--- config.mk ---
export PLATFORM = sky130hd
export DESIGN_NAME = mult_share_arbiter_flat
export DESIGN_NICKNAME = d
export VERILOG_FILES = /design/src/rtl/mult_share_pkg.sv /design/src/rtl/mult_share_arbiter_if.sv /design/src/rtl/rr_arbiter.sv /design/src/rtl/mult_share_arbiter.sv /design/src/flat_wrapper.sv
export SDC_FILE = /design/constraint.sdc
export NUM_CORES = 1
export LEC_CHECK = 0
export CAP_MARGIN = 20
export CORE_MARGIN = 2
export CORE_UTILIZATION = 46
export CTS_BUF_LIST = sky130_fd_sc_hd__clkbuf_8
export DETAILED_ROUTE_END_ITERATION = 12
export PLACE_DENSITY = 0.79
export SYNTH_ARGS = -nofsm -noshare
export SYNTH_HDL_FRONTEND = slang
export SYNTH_HIERARCHICAL = 1
export SYNTH_SLANG_ARGS = --single-unit
--- constraint.sdc ---
create_clock -name clk -period 2.34 [get_ports clk]
set_input_delay 0.468 -clock clk [delete_from_list [all_inputs] [get_ports clk]]
set_output_delay 0.468 -clock clk [all_outputs]
set_load 0.01 [all_outputs]
--- src/rtl/mult_share_pkg.sv ---
// mult_share_pkg: FSM state type, default parameters and index-width helper
// shared by the mult_share_arbiter RTL and its interface.
package mult_share_pkg;

    typedef enum logic [1:0] {IDLE, MUL, RESP} state_t;

    localparam int DEF_NUM_REQ = 4;
    localparam int DEF_WIDTH   = 4;

    function automatic int idx_w(input int n);
        return (n > 1) ? $clog2(n) : 1;
    endfunction

endpackage

--- src/rtl/mult_share_arbiter_if.sv ---
// mult_share_arbiter_if: requester operand bus and result bus of the shared multiplier.
interface mult_share_arbiter_if
    import mult_share_pkg::*;
#(
    parameter int NUM_REQ = DEF_NUM_REQ,
    parameter int WIDTH   = DEF_WIDTH
) ();

    localparam int IDW = idx_w(NUM_REQ);

    logic [NUM_REQ-1:0]       req_valid;
    logic [NUM_REQ-1:0]       req_ready;
    logic [NUM_REQ*WIDTH-1:0] req_a;
    logic [NUM_REQ*WIDTH-1:0] req_b;
    logic                     rsp_valid;
    logic                     rsp_ready;
    logic [IDW-1:0]           rsp_id;
    logic [2*WIDTH-1:0]       rsp_product;
    logic                     busy;

    modport master (
        output req_valid, req_a, req_b, rsp_ready,
        input  req_ready, rsp_valid, rsp_id, rsp_product, busy
    );

    modport slave (
        input  req_valid, req_a, req_b, rsp_ready,
        output req_ready, rsp_valid, rsp_id, rsp_product, busy
    );

endinterface

--- src/rtl/rr_arbiter.sv ---
// rr_arbiter: combinational round-robin pick starting at last_grant+1, wrapping to 0.
module rr_arbiter #(
    parameter int NUM_REQ = 4,
    parameter int IDW     = 2
) (
    input  logic [NUM_REQ-1:0] req,
    input  logic [IDW-1:0]     last_grant,
    output logic [NUM_REQ-1:0] grant,
    output logic [IDW-1:0]     grant_idx,
    output logic               any
);

    logic [IDW-1:0] j;

    // Scan from the farthest candidate back to the nearest so the nearest one wins.
    always_comb begin
        grant_idx = '0;
        j = '0;
        for (int k = NUM_REQ; k >= 1; k--) begin
            j = IDW'((int'(last_grant) + k) % NUM_REQ);
            if (req[j]) grant_idx = j;
        end
    end

    assign any   = |req;
    assign grant = any ? (NUM_REQ'(1) << grant_idx) : '0;

endmodule

--- src/rtl/mult_share_arbiter.sv ---
// mult_share_arbiter: round-robin shared unsigned multiplier (IDLE/MUL/RESP).
// Define MULT_SHARE_ARB_FAST_EN to skip MUL and multiply combinationally at grant.
module mult_share_arbiter
    import mult_share_pkg::*;
#(
    parameter int NUM_REQ = DEF_NUM_REQ,
    parameter int WIDTH   = DEF_WIDTH
) (
    input logic clk,
    input logic rst_n,
    mult_share_arbiter_if.slave bus
);

    localparam int IDW = idx_w(NUM_REQ);
    localparam int PW  = 2 * WIDTH;

    state_t             state_q, state_d;
    logic [IDW-1:0]     last_q, last_d;
    logic [IDW-1:0]     rsp_id_q, rsp_id_d;
    logic [PW-1:0]      prod_q, prod_d;
    logic [NUM_REQ-1:0] grant;
    logic [IDW-1:0]     gidx;
    logic               any;
    logic [WIDTH-1:0]   a_sel, b_sel;

    rr_arbiter #(.NUM_REQ(NUM_REQ), .IDW(IDW)) u_rr (
        .req        (bus.req_valid),
        .last_grant (last_q),
        .grant      (grant),
        .grant_idx  (gidx),
        .any        (any)
    );

    assign a_sel = bus.req_a[gidx*WIDTH +: WIDTH];
    assign b_sel = bus.req_b[gidx*WIDTH +: WIDTH];

`ifdef MULT_SHARE_ARB_FAST_EN

    always_comb begin
        state_d  = state_q;
        last_d   = last_q;
        rsp_id_d = rsp_id_q;
        prod_d   = prod_q;
        case (state_q)
            IDLE: if (any) begin
                state_d  = RESP;
                last_d   = gidx;
                rsp_id_d = gidx;
                prod_d   = PW'(a_sel) * PW'(b_sel);
            end
            RESP: if (bus.rsp_ready) state_d = IDLE;
            default: state_d = IDLE;
        endcase
    end

`else

    localparam int CW = idx_w(WIDTH);

    logic [WIDTH-1:0] a_q, a_d, b_q, b_d;
    logic [IDW-1:0]   id_q, id_d;
    logic [PW-1:0]    acc_q, acc_d;
    logic [CW-1:0]    cnt_q, cnt_d;
    logic             last_bit;

    assign last_bit = cnt_q == CW'(WIDTH - 1);

    // Operands and owner are latched at grant so later bus changes cannot leak in.
    always_comb begin
        a_d   = a_q;
        b_d   = b_q;
        id_d  = id_q;
        cnt_d = cnt_q;
        acc_d = acc_q;
        if (state_q == IDLE && any) begin
            a_d   = a_sel;
            b_d   = b_sel;
            id_d  = gidx;
            cnt_d = '0;
            acc_d = '0;
        end else if (state_q == MUL) begin
            acc_d = acc_q + (b_q[cnt_q] ? (PW'(a_q) << cnt_q) : PW'(0));
            cnt_d = last_bit ? '0 : cnt_q + 1'b1;
        end
    end

    always_ff @(posedge clk or negedge rst_n) begin
        if (!rst_n) begin
            a_q   <= '0;
            b_q   <= '0;
            id_q  <= '0;
            cnt_q <= '0;
            acc_q <= '0;
        end else begin
            a_q   <= a_d;
            b_q   <= b_d;
            id_q  <= id_d;
            cnt_q <= cnt_d;
            acc_q <= acc_d;
        end
    end

    always_comb begin
        state_d  = state_q;
        last_d   = last_q;
        rsp_id_d = rsp_id_q;
        prod_d   = prod_q;
        case (state_q)
            IDLE: if (any) begin
                state_d = MUL;
                last_d  = gidx;
            end
            MUL: if (last_bit) begin
                state_d  = RESP;
                rsp_id_d = id_q;
                prod_d   = acc_d;
            end
            RESP: if (bus.rsp_ready) state_d = IDLE;
            default: state_d = IDLE;
        endcase
    end

`endif

    always_ff @(posedge clk or negedge rst_n) begin
        if (!rst_n) begin
            state_q  <= IDLE;
            last_q   <= IDW'(NUM_REQ - 1);
            rsp_id_q <= '0;
            prod_q   <= '0;
        end else begin
            state_q  <= state_d;
            last_q   <= last_d;
            rsp_id_q <= rsp_id_d;
            prod_q   <= prod_d;
        end
    end

    // Gated by rst_n so no requester sees an accept while reset is held.
    assign bus.req_ready   = (rst_n && state_q == IDLE) ? grant : '0;
    assign bus.rsp_valid   = state_q == RESP;
    assign bus.busy        = state_q != IDLE;
    assign bus.rsp_id      = rsp_id_q;
    assign bus.rsp_product = prod_q;

endmodule

--- src/flat_wrapper.sv ---
// flat-port wrapper written by rule: the top's interface ports become plain ports
module mult_share_arbiter_flat import mult_share_pkg::*;
#(
    parameter int NUM_REQ = DEF_NUM_REQ,
    parameter int WIDTH   = DEF_WIDTH
)
  (clk, rst_n, bus_req_valid, bus_req_a, bus_req_b, bus_rsp_ready, bus_req_ready, bus_rsp_valid, bus_rsp_id, bus_rsp_product, bus_busy);
  mult_share_arbiter_if #(.NUM_REQ(NUM_REQ), .WIDTH(WIDTH)) bus_i ();
  input logic clk;
  input logic rst_n;
  input wire logic [$bits(bus_i.req_valid)-1:0] bus_req_valid;
  input wire logic [$bits(bus_i.req_a)-1:0] bus_req_a;
  input wire logic [$bits(bus_i.req_b)-1:0] bus_req_b;
  input wire logic [$bits(bus_i.rsp_ready)-1:0] bus_rsp_ready;
  output wire logic [$bits(bus_i.req_ready)-1:0] bus_req_ready;
  output wire logic [$bits(bus_i.rsp_valid)-1:0] bus_rsp_valid;
  output wire logic [$bits(bus_i.rsp_id)-1:0] bus_rsp_id;
  output wire logic [$bits(bus_i.rsp_product)-1:0] bus_rsp_product;
  output wire logic [$bits(bus_i.busy)-1:0] bus_busy;
  assign bus_i.req_valid = bus_req_valid;
  assign bus_i.req_a = bus_req_a;
  assign bus_i.req_b = bus_req_b;
  assign bus_i.rsp_ready = bus_rsp_ready;
  assign bus_req_ready = bus_i.req_ready;
  assign bus_rsp_valid = bus_i.rsp_valid;
  assign bus_rsp_id = bus_i.rsp_id;
  assign bus_rsp_product = bus_i.rsp_product;
  assign bus_busy = bus_i.busy;
  mult_share_arbiter #(.NUM_REQ(NUM_REQ), .WIDTH(WIDTH)) u_core (.clk(clk), .rst_n(rst_n), .bus(bus_i));
endmodule
=== Word-level counts from Yosys, hierarchy flattened ===
Index checks and enable logic that the tools add are counted.

* Add/subtract/negate cells: 6
* Bitwise gates (word level): 0
* Magnitude comparators: 5
* Muxes and demuxes: 26
* Equal/unequal tests: 6
* Multiply operators: 0
* Reduce and logical (&&, ||, !) cells: 9
* Shift-type cells: 4
* Divide/modulo/power cells: 0

{| class="wikitable"
|+ Operator list
! kind !! count
|-
| 16-bit by 5-bit indexed part select with 4-bit output || 2
|-
| 8-bit two-way mux || 3
|-
| 2-bit two-way mux || 10
|-
| 2-bit by 3-bit less-than comparator with 1-bit output, second input constant || 5
|-
| 1-bit binary-select mux with 2-bit select || 5
|-
| 8-bit adder || 1
|-
| 4-bit two-way mux || 2
|-
| 4-bit by 2-bit left shift with 8-bit output || 1
|-
| 2-bit by 1-bit adder with 2-bit output, second input constant || 3
|-
| 2-bit case mux with 3 select lines || 1
|-
| 1-bit two-way mux || 5
|-
| 2-bit adder, second input constant || 2
|-
| 2-bit == test, second input constant || 2
|-
| 2-bit by 1-bit inequality test with 1-bit output, second input constant || 2
|-
| 2-bit AND reduction || 2
|-
| 2-bit nonzero test || 2
|-
| 4-bit OR reduction || 1
|-
| 1-bit by 2-bit left shift with 4-bit output, first input constant || 1
|-
| 3-bit AND reduction || 1
|-
| 2-bit by 1-bit == test with 1-bit output, second input constant || 1
|-
| 1-bit logical AND || 2
|-
| 2-bit zero test || 1
|-
| 2-bit inequality test, second input constant || 1
|}

* Register bits: 34
* Input port bits: 39
* Memory bits (read-only): 0
* Memories: 0
* Bits in writable memories: 0
* Output and inout port bits: 16
* Latch bits: 0
* Word-level logic and storage cells: 65

=== Longest topological paths before layout ===
Gate-level depths: netlist of run 1.

* Word-level depth: 10
* Depth in mapped cells: 11

=== Cells and area by module ===
The synthesis of run 1 kept the hierarchy.

{| class="wikitable"
|+ By module, submodules not included
! module !! times used !! area an instance (um2) !! cells an instance
|-
| mult_share_arbiter || 1 || 1946.9 || 197
|-
| rr_arbiter || 1 || 244.0 || 34
|}

=== Worst setup path after synthesis of run 1 ===
OpenSTA, ideal clock, no wires.

* Path kind: register -> register
* From: reg u_core.cnt_q[1]
* To: reg u_core.prod_q[7], in the netlist u_core/bus.rsp_product[7]
* Data arrival time: 2.158 ns
* Stages on the path, launching flop included: 12
* Path slack: 0.062 ns
* Library setup time: 0.120 ns
* Path buffers: 1
* Cell sequence: dfrtp_1 > buf_2 > mux2_1 > nand2_1 > o21ai_0 > and2_1 > ha_1 > nand2_1 > o31a_1 > a21oi_2 > xnor2_1 > o21ai_2

* Longest elaborated chain between the ends: 6

{| class="wikitable"
|+ Ends and longest elaborated chain
! what !! line !! text
|-
| start: declaration || mult_share_arbiter.sv:63 || <nowiki>logic [CW-1:0] cnt_q, cnt_d;</nowiki>
|-
| start signal: assignment || mult_share_arbiter.sv:98 || <nowiki>cnt_q <= cnt_d;</nowiki>
|-
| 1-bit binary-select mux with 2-bit select || mult_share_arbiter.sv:82 || <nowiki>acc_d = acc_q + (b_q[cnt_q] ? (PW'(a_q) << cnt_q) : PW'(0));</nowiki>
|-
| 1-bit two-way mux (implied by the code) || mult_share_arbiter.sv:82 ||
|-
| 8-bit two-way mux || mult_share_arbiter.sv:82 ||
|-
| 8-bit adder || mult_share_arbiter.sv:82 ||
|-
| 8-bit two-way mux || mult_share_arbiter.sv:81 || <nowiki>end else if (state_q == MUL) begin</nowiki>
|-
| 8-bit two-way mux || mult_share_arbiter.sv:75 || <nowiki>if (state_q == IDLE && any) begin</nowiki>
|-
| end signal: assignment || mult_share_arbiter.sv:135 || <nowiki>prod_q <= prod_d;</nowiki>
|-
| end: declaration || mult_share_arbiter.sv:20 || <nowiki>logic [PW-1:0] prod_q, prod_d;</nowiki>
|}

Parallel ways exist; a longest one is shown, timed or not. The select of a mux whose other input is x is not followed.
A chain may end at the register's enable or synchronous reset.

=== Worst setup path after layout of run 1 ===
* From: reg u_core.cnt_q[0]
* To: reg u_core.prod_q[7], in the netlist u_core/bus.rsp_product[7]

The elaborated chain is that of the path after synthesis.

==> metrics.yaml, run 1 <==
status: "finished clean"
wl_per_cell_um: 13.83
cp_max_fo: 3
ios: 55
vdd_drop_max_mv: 0.4932
grt_max_degree: 35
cts_root_buf: "clkbuf_8"
grt_overflow: 0
cts_tree: "yes"
ys_async_sr_fraction: 1.000
vias: 1933
skew_ns: 0.003628
vias_per_cell: 5.399
cts.sinks: 34
area_delta_synth_final_pct: 39.81
clkTransAtPathRegs_ns: 0.06
hold_viol: 0
synth_warnings: 6
cp.required_ns: 2.51
holdWs_ns: 0.4815
pwr-share-clk: 0.140
m1WireLength_mm: 2.129
yosys_most_used_dff: "dfrtp_1"
num_rows: 25
grt_pass1_wl_mm: 7.976
gp_congestion: 0.8066
route.met3.wl_um: 201
fmax_mhz: 434.2
grt_use_total: 0.1937
syn-num-nets: 279
maxCapViolations: 0
drive_above_1_share: 0.2039
die_area_mm2: 0.005330
ys_ff_latch: 34
drt_first_iter_violations: 62
antenna_cells: 0
fin_crit_sh: 0.9843
htreeDepth: 2
syn_avg_cell_area_um2: 9.484
drtPass1Iterations: 5
cp-start-kind: "register"
clock_latency_ns: 0.29
layout_commonest_cell: "nand2_1"
synth-seq-area-share: 0.3895
routed_wl_mm: 4.950
dp_hpwl_mm: 3.535
syn_inst: 231
synth_area_leaders: "dfrtp_1, nand2_1, mux4_2"
ys_types: 47
rsz0062_at_grt: "true"
wl_met2_mm: 2.536
cts_made_buffers: 5
switching_share: 0.3913
setup_violations: 0
synth_edf_count: 0
power.total_mw: 3.607
grt_pass1_vias: 1830
antenna_found_initial: 0
comb_power_share: 0.573
cts.path.max_buffers: 2
slew-limit-headroom: 0.6567
post-synth-top-area-fraction: 0.3655
p_leak_nw: 1.427
core_mm2: 0.004661
critPathKind: "reg2reg"
worstPathArrival_ns: 2.47
top_layer: "met4"
cp-end-kind: "register"
drv_slew: 0
initial_core_util: 0.4701
die_w_um: 73.01
multiInputGateArea_mm2: 0.001287
num-fill-cells: 379
seqCellArea_um2: 853.3
internal_power_mw: 2.195
synthesis.area_mm2: 0.002191
fin_crit_ns: 2.303
drc: 0
io_buffers: 54
p_per_area_mw_per_mm2: 1177
p_seq_frac: 0.287
die_h_um: 73.01
hold_path_class: "reg2reg"
finalNetCount: 351
yosys.area.top_type: "dfrtp_1"
p_switching_mw: 1.411
drtAntennaViolNets: 0
tightest_slew_ns: 0.5138
layout_common_cells: "nand2_1, clkdlybuf4s50_1, dfrtp_1"
[cell families after synthesis]
kind of cell	share of synthesized area
XOR/XNOR	0.02399
AO/OA/AOI/OAI	0.1542
flip-flops	0.3895
multiplexers	0.1325
buffers and inverters	0.04968
AND/OR/NAND/NOR	0.1953
adder cells (fa/ha/maj)	0.05483
[cell usage after synthesis, types with 3 or more instances]
| master | count |
|---|---|
| a21oi_1 | 13 |
| mux4_2 | 9 |
| and2_1 | 5 |
| buf_6 | 3 |
| nand2_1 | 63 |
| o21bai_1 | 4 |
| mux2_1 | 6 |
| inv_1 | 5 |
| buf_2 | 6 |
| nor2_1 | 7 |
| o21ai_0 | 8 |
| nand2b_1 | 4 |
| ha_1 | 8 |
| and3_1 | 4 |
| xnor2_1 | 3 |
| dfrtp_1 | 32 |
| o21ai_1 | 7 |
| xor2_1 | 3 |
| clkbuf_1 | 3 |
| a211oi_1 | 3 |
[final cells by class]
type,count,share of cell area
Inverter,5,0.006127
Multi-Input combinational cell,178,0.4203
Clock buffer,8,0.03595
Sequential cell,34,0.2786
Timing Repair Buffer,79,0.2369
Tap cell,54,0.02206
[path summary, 6_finish.rpt]
kind                                             endpoint  slack (ns)  depth (start not counted)                 startpoint
max in group asynchronous                u_core/last_q[0]        1.27                          2                      rst_n
worst max register to register  u_core/bus.rsp_product[7]        0.04                          8            u_core/cnt_q[0]
worst max-delay path            u_core/bus.rsp_product[7]        0.04                          8            u_core/cnt_q[0]
worst min register to register  u_core/bus.rsp_product[7]        0.48                          2  u_core/bus.rsp_product[7]
min in group asynchronous       u_core/bus.rsp_product[2]        0.74                          2                      rst_n
worst min-delay path            u_core/bus.rsp_product[7]        0.48                          2  u_core/bus.rsp_product[7]
[power by group through the flow]
stage               Sequential, mW  Combinational [mW]  Clock [mW]
global route                  1.07                2.27       0.534
floorplan                     1.03                1.26           0
detailed placement            1.06                1.82           0
global placement              1.05                1.76           0
CTS                           1.03                1.91       0.516
finish                        1.03                2.07       0.505
[through the flow]
stage	cell area, um2	util	setup WS (ns)	setup TNS [ns]	std cells
after floorplan	2191	-	0.06171	0	231
after global placement	2851	0.6118	-0.2473	-2.075	344
after detailed placement	2851	0.6118	-0.2677	-2.618	344
after CTS	2987	0.6408	0.01565	0	356
after global routing	3063	0.6572	-0.05569	-0.1425	358
final	3063	0.6572	0.03681	0	358
[timing repair]
item                                    CTS  global route
endpoints found under the setup margin    5             8
resized for setup                         9            13
pin swaps                                 0             4
hold buffers                              0             0
setup buffers                             4             2
[routing by layer]
metal,GRT usage,vias up
met5,0,-
met4,0.08230,0
met3,0.04144,9
met2,0.3393,54
met1,0.2274,926
li1,-,944
[sequential cells by signal, indices dropped and copies added (netlist names)]
| register | count |
|---|---|
| u_core/bus.rsp_id | 2 |
| u_core/id_q | 2 |
| u_core/acc_q | 8 |
| u_core/last_q | 2 |
| u_core/b_q | 4 |
| u_core/cnt_q | 2 |
| u_core/state_q | 2 |
| u_core/a_q | 4 |
| u_core/bus.rsp_product | 8 |
[critical path, stage by stage, from the launching register on]
cell and delay [ns]:
dfrtp_1 0.37, mux4_2 0.54, o211a_1 0.18, ha_4 0.30
nand2_2 0.06, o31a_1 0.34, a21oi_2 0.19, xnor2_1 0.15
o21ai_2 0.06
Note: power is estimated with default switching activity, not from simulation.
==> run 2, diff against run 1 <==
- ABC_AREA: unset -> 1
- CORE_UTILIZATION: 46 -> 47
- PLACE_DENSITY: 0.79 -> unset
- PLACE_DENSITY_LB_ADDON: unset -> 0.1
==> run 2 against run 1 <==
The flow now finishes with violations (negative setup slack). Sequential power up 7%. Total power up 53%. Global-route usage is 2.3 points higher. Final area rose by 11%. Die area increased by 5.3%. Fmax fell by 7.0%. Sequential share of layout area fell by 2.7 points. Non-clock buffer count is 2 lower. Largest cell class unchanged.
==> metrics.yaml, run 2 <==
grt_pass1_wl_mm: 9.370  # +17%
syn-num-nets: 396  # +42%
p_per_area_mw_per_mm2: 1627  # +38%
post-synth-top-area-fraction: 0.3386  # -0.02688
cp_max_fo: 7  # +4
hold_path_class: "reg2reg"
drc: 0  # unchanged
gp_congestion: 0.8724  # +8.2%
drv_slew: 0  # unchanged
p_switching_mw: 2.777  # +97%
grt_pass1_vias: 2129  # +16%
synth_edf_count: 0  # unchanged
antenna_cells: 0  # unchanged
tightest_slew_ns: 0.4414  # -0.07232 ns
hold_viol: 0  # unchanged
drt_first_iter_violations: 129  # +110%
rrSetupSlack_ns: -0.02  # -0.06 ns
cp.required_ns: 1.87  # -0.64 ns
routed_wl_mm: 6.190  # +25%
cts_made_buffers: 5  # unchanged
synthTopCellsByCount: "nand2_1, inv_1, nor2_1, o21ai_0, dfrtp_1"
grt_max_degree: 35  # unchanged
cp-start-kind: "register"
holdWs_ns: 0.4838  # +0.002249 ns
violations: "negative setup slack"
fin_ws_ns: -0.1367  # -0.1735 ns
grt_use_total: 0.2163  # +0.02266
die_area_mm2: 0.005615  # +5.3%
synth_warnings: 6  # unchanged
hold_end: "u_core/bus.rsp_product[6]"
die_w_um: 74.93  # +2.6%
synth-seq-area-share: 0.3608  # -0.02865
critPathKind: "reg2out"
ys_async_sr_fraction: 1.000  # unchanged
fin_crit_ns: 2.477  # +0.1735 ns
core_mm2: 0.004786  # +2.7%
syn_inst: 348  # +51%
min_from: "u_core/bus.rsp_product[6]"
multiInputGateArea_mm2: 0.001425  # +11%
drtPass1Iterations: 4  # -1
power.total_mw: 5.528  # +53%
p_seq_frac: 0.200  # -0.087
slew-limit-headroom: 0.7050  # +0.04835
maxCapViolations: 0  # unchanged
internal_power_mw: 2.751  # +25%
ff2ff_path_depth: 15  # +7
clock_latency_ns: 0.28  # about the same
io_buffers: 54  # unchanged
ys_types: 28  # -40%
synth_area_leaders: "dfrtp_1, nand2_1, o21ai_0"
wl_per_cell_um: 12.61  # -8.8%
setup_violations: 8  # +8
switching_share: 0.5024  # +0.1110
critPathLaunch: "u_core/last_q[0]"
vias_per_cell: 4.963  # -8.1%
clkTransAtPathRegs_ns: 0.07  # about the same
vdd_drop_max_mv: 0.7574  # +54%
rsz0062_at_grt: "true"
status: "complete, but fails checks"
syn_avg_cell_area_um2: 6.795  # -28%
comb_power_share: 0.718  # +0.145
htreeDepth: 2  # unchanged
fin_crit_sh: 1.058  # +0.07413
seqCellArea_um2: 854.6  # +0.15%
die_h_um: 74.93  # +2.6%
skew_ns: 0.003654  # +0.00002609 ns
p_leak_nw: 1.722  # +21%
synthesis.area_mm2: 0.002365  # +7.9%
yosys_most_used_dff: "dfrtp_1"
layout_common_cells: "nand2_1, clkdlybuf4s50_1, nor2_1"
worstPathArrival_ns: 2.01  # -0.46 ns
r2r-start: "u_core/last_q[0]"
rr_endpoint: "u_core/a_q[0]"
num-fill-cells: 412  # +8.7%
utilization: 0.7098  # +0.05262
yosysMostFrequentCell: "nand2_1"
drive_above_1_share: 0.2453  # +0.04134
cts.path.max_buffers: 2  # unchanged
ios: 55  # unchanged
num_rows: 25  # unchanged
area_delta_synth_final_pct: 43.65
initial_core_util: 0.4941  # +0.02405
cts_root_buf: "clkbuf_8"
cp-end-kind: "output pin"
stdcell_count: 491  # +37%
cts.sinks: 34  # unchanged
vias: 2437  # +26%
dp_hpwl_mm: 4.239  # +20%
min_path_cells: 2  # unchanged
antenna_found_initial: 0  # unchanged
pwr-share-clk: 0.082  # -0.058
drtAntennaViolNets: 0  # unchanged
yosys.area.top_type: "dfrtp_1"
grt_overflow: 0  # unchanged
cts_tree: "yes"
finalNetCount: 471  # +34%
ys_ff_latch: 34  # unchanged
dp_cells: 473  # +38%
layout_commonest_cell: "nand2_1"
fmax_mhz: 403.8  # -7.0%
[run 2: what timing repair did]
action	in CTS	in global routing
hold buffers	0	0
cloned	0	1
pin swaps	1	19
resized for setup	21	60
endpoints found under the setup margin	7	20
buffers inserted	2	8
[run 2: how the worst max path moves through the flow]
| stage | endpoint | depth (start not counted) |
|---|---|---|
| final | bus_req_ready[0] | 13 |
| after CTS | bus_req_ready[0] | 13 |
| after floorplan | u_core/bus.rsp_product[6] | 14 |
| after global routing | bus_req_ready[3] | 14 |
| after global placement | bus_req_ready[0] | 14 |
| after detailed placement | bus_req_ready[3] | 14 |
[run 2: final cells by class]
class	count	share of cell area
Timing Repair Buffer	77	0.2092
Clock inverter	2	0.003683
Clock buffer	6	0.02431
Inverter	54	0.06482
Sequential cell	34	0.2516
Multi-Input combinational cell	250	0.4195
Tap cell	67	0.02468
Timing Repair inverter	1	0.002210
[run 2: cells by family (layout without fill, tap and decap cells)]
family / after synthesis / count (layout) / synth area share
xor gates and xnor gates: 1 / 1 / 0.003704
and+or+nand+nor: 180 / 180 / 0.3296
DFF: 34 / 34 / 0.3608
adders and majority gates: 9 / 9 / 0.05080
AOI/OAI and AO/OA: 60 / 60 / 0.1376
buffers and inverters: 64 / 140 / 0.1175
[run 2: power groups by stage]
stage               clock [mW]  combinational (mW)  sequential, mW
finish                   0.453                3.97            1.10
global route             0.489                4.52            1.13
CTS                      0.466                3.36            1.09
detailed placement           0                3.31            1.09
global placement             0                3.24            1.08
floorplan                    0                2.44            1.08
[run 2: layer usage]
| layer | share of wire | GRT usage |
|---|---|---|
| met5 | 0 | 0 |
| met4 | 0.011 | 0.05754 |
| met3 | 0.045 | 0.04418 |
| met2 | 0.49 | 0.3372 |
| met1 | 0.45 | 0.3074 |
[run 2: metrics by stage]
| stage | instance area [um2] | TNS [ns] | setup slack (ns) |
|---|---|---|---|
| 2_1_floorplan | 2365 | 0 | 0.2937 |
| 3_3_place_gp | 3024 | -3.209 | -0.4630 |
| 3_5_place_dp | 3024 | -3.481 | -0.4631 |
| 4_1_cts | 3124 | -0.2188 | -0.06630 |
| 5_1_grt | 3397 | -2.405 | -0.2671 |
| 6_report | 3397 | -0.5363 | -0.1367 |
[run 2: worst max-delay path, cell delays in order (launching register included)]
cell	delay, ns
dfstp_2	0.60
clkinv_4	0.14
nand2_4	0.10
nand2_4	0.06
nand2_4	0.09
o21ai_2	0.06
nand3_1	0.09
nand2_1	0.06
nand2_1	0.07
nand2_2	0.08
nor2_2	0.10
inv_1	0.04
nor2_1	0.09
buf_2	0.14
==> run 3, diff against run 2 <==
--- a/config.mk
+++ b/config.mk
@@ -9,6 +9,9 @@
 export CAP_MARGIN = 20
+export CELL_PAD_IN_SITES_DETAIL_PLACEMENT = 1
+export CELL_PAD_IN_SITES_GLOBAL_PLACEMENT = 1
 export CORE_MARGIN = 2
-export CORE_UTILIZATION = 47
+export CORE_UTILIZATION = 33
 export CTS_BUF_LIST = sky130_fd_sc_hd__clkbuf_8
 export DETAILED_ROUTE_END_ITERATION = 12
+export GPL_ROUTABILITY_DRIVEN = 1
 export PLACE_DENSITY_LB_ADDON = 0.1
--- a/constraint.sdc
+++ b/constraint.sdc
@@ -3,2 +3,2 @@
 set_output_delay 0.468 -clock clk [all_outputs]
-set_load 0.01 [all_outputs]
+set_load 0.02 [all_outputs]
==> run 3 against run 2 <==
The run still ends with negative setup slack left. Sequential share of layout area shrank 0.60 points. Count of clock-buffer cells in the layout is the same. Final area rose by 2.4%. Clock power is 3% higher. Final cell count grew 7.3%. Via count grew 3.6%. Sequential cell count did not move. Critical path depth stayed put. Non-clock buffer count up 8.
==> metrics.yaml, run 3 (synthesized netlist as in run 2, its figures left out) <==
critical-path-top-delay-family: "simple AND/OR/NAND/NOR gates"
skew_ns: 0.01011  # +0.006453 ns
critPathKind: "reg2out"
fmax_mhz: 396.7  # -1.8%
vias: 2525  # +3.6%
crit_chain: "inv_4 > nand2_1 > nand2_1 > nor2_1 > nand3_2 > nand3_2 > nand2_2 > nand2_2 > inv_2 > nor2_2 > inv_1 > nor2_1 > buf_4"
htreeDepth: 2  # unchanged
vias_per_cell: 4.791  # -3.5%
pwr-share-clk: 0.079  # -0.003
drt_first_iter_violations: 59  # -54%
internal_power_mw: 2.946  # +7.1%
p_seq_frac: 0.188  # -0.012
maxCapViolations: 0  # unchanged
antenna_found_initial: 0  # unchanged
finalNetCount: 478  # +1.5%
cp-end-kind: "output pin"
area_delta_synth_final_pct: 47.14
initial_core_util: 0.3443  # -0.1499
num-fill-cells: 879  # +110%
vdd_drop_max_mv: 0.5259  # -31%
die_area_mm2: 0.007859  # +40%
ios: 55  # unchanged
die_h_um: 88.65  # +18%
cp_max_fo: 7  # unchanged
p_leak_nw: 1.777  # +3.2%
grt_overflow: 0  # unchanged
dp_hpwl_mm: 5.343  # +26%
slew-limit-headroom: 0.6858  # -0.01925
drtPass1Iterations: 4  # unchanged
cp.required_ns: 1.87  # about the same
critPathLaunch: "u_core/last_q[0]"
crit_buf_inv: 4  # +1
cts_root_buf: "clkbuf_8"
tightest_slew_ns: 0.4703  # +0.02881 ns
status: "complete, but fails checks"
switching_share: 0.5007  # -0.001693
seqCellArea_um2: 854.6  # unchanged
drive_above_1_share: 0.2390  # -0.006304
grt_pass1_wl_mm: 11.50  # +23%
layout_commonest_cell: "nand2_1"
rr_endpoint: "u_core/b_q[3]"
die_w_um: 88.65  # +18%
fin_ws_ns: -0.1809  # -0.04419 ns
crit_path_end: "bus_req_ready[3]"
power.total_mw: 5.900  # +6.7%
holdWs_ns: 0.4852  # +0.001478 ns
cp-start-kind: "register"
hold_viol: 0  # unchanged
comb_power_share: 0.733  # +0.015
grt_pass1_vias: 2508  # +18%
violations: "negative setup slack"
grt_max_degree: 35  # unchanged
layout_common_cells: "nand2_1, clkdlybuf4s50_1, inv_1"
drtAntennaViolNets: 0  # unchanged
grt_use_total: 0.1863  # -0.03005
wl_per_cell_um: 13.85  # +9.8%
cts_made_buffers: 5  # unchanged
cts_tree: "yes"
rsz0062_at_grt: "true"
multiInputGateArea_mm2: 0.001390  # -2.5%
drv_slew: 0  # unchanged
clkTransAtPathRegs_ns: 0.08  # about the same
max_stage_delay_ns: 0.62  # +0.02 ns
worstPathArrival_ns: 2.05  # +0.04 ns
p_per_area_mw_per_mm2: 1696  # +4.2%
holdBufCountCts: 0  # unchanged
pre_cts_ws_ns: -0.6184  # -0.1553 ns
gp_congestion: 0.7851  # -10%
cp_num_cells: 13  # unchanged
cp_slowest_cell: "dfstp_2"
core_mm2: 0.006869  # +44%
min_path_cells: 2  # unchanged
ff2ff_path_depth: 15  # unchanged
num_rows: 30  # +20%
fin_crit_sh: 1.077  # +0.01889
io_buffers: 54  # unchanged
routed_wl_mm: 7.298  # +18%
cts.path.max_buffers: 2  # unchanged
hold_path_class: "reg2reg"
setup_violations: 7  # -1
r2r-start: "u_core/last_q[0]"
fin_crit_ns: 2.521  # +0.04419 ns
cts.sinks: 34  # unchanged
drc: 0  # unchanged
rrSetupSlack_ns: -0.04  # -0.02 ns
p_switching_mw: 2.954  # +6.4%
antenna_cells: 0  # unchanged
clock_latency_ns: 0.30  # +0.02 ns
-- run 3: how the worst min path moves through the flow --
stage	from	endpoint	slack, ns
6_report	u_core/bus.rsp_product[4]	u_core/bus.rsp_product[4]	0.49
5_1_grt	u_core/bus.rsp_product[5]	u_core/bus.rsp_product[5]	0.52
4_1_cts	u_core/bus.rsp_product[4]	u_core/bus.rsp_product[4]	0.49
3_5_place_dp	u_core/bus.rsp_product[6]	u_core/bus.rsp_product[6]	0.47
3_3_place_gp	u_core/bus.rsp_product[4]	u_core/bus.rsp_product[4]	0.47
2_1_floorplan	rst_n	u_core/a_q[0]	0.17
-- run 3: repair_timing --
action	CTS	global route
resized for setup	26	47
setup endpoints to repair	11	20
pin swaps	1	14
setup buffers	2	7
endpoints found under the hold margin	0	0
-- run 3: metrics by stage --
step           utilization  std cells  setup TNS, ns  area, um2
2_1_floorplan            -        348              0       2365
3_3_place_gp        0.4579        510         -3.598       3146
3_5_place_dp        0.4579        510         -4.349       3146
4_1_cts             0.4740        520        -0.5342       3256
5_1_grt             0.5066        527         -2.494       3480
6_report            0.5066        527        -0.6768       3480
-- run 3: cell type report --
class,instances,area share
tap,96,0.03452
multi-input combinational,250,0.3995
clock buffer,6,0.02373
timing repair buffer,85,0.2319
inverter,54,0.06113
clock inverter,2,0.003596
sequential,34,0.2456
-- run 3: metal layers --
| metal | vias up | global-route usage | part of all wire | wire [um] |
|---|---|---|---|---|
| li1 | 1263 | - | - | - |
| met1 | 1223 | 0.2455 | 0.46 | 3345 |
| met2 | 33 | 0.3236 | 0.51 | 3735 |
| met3 | 6 | 0.02892 | 0.023 | 171 |
| met4 | 0 | 0.03719 | 0.0062 | 45 |
| met5 | - | 0 | 0 | 0 |
-- run 3: tightest hold or removal path: stages (launching register included) --
cell,delay [ns]
dfrtp_1,0.35
nand2_1,0.05
o21ai_0,0.05
-- run 3: power by group through the flow --
stage          Combinational, mW  Sequential [mW]  Clock [mW]
6_report                    4.32             1.11       0.467
5_1_grt                     4.86             1.15       0.501
4_1_cts                     3.91             1.10       0.478
3_5_place_dp                3.85             1.11           0
3_3_place_gp                3.71             1.09           0
2_1_floorplan               2.46             1.14           0
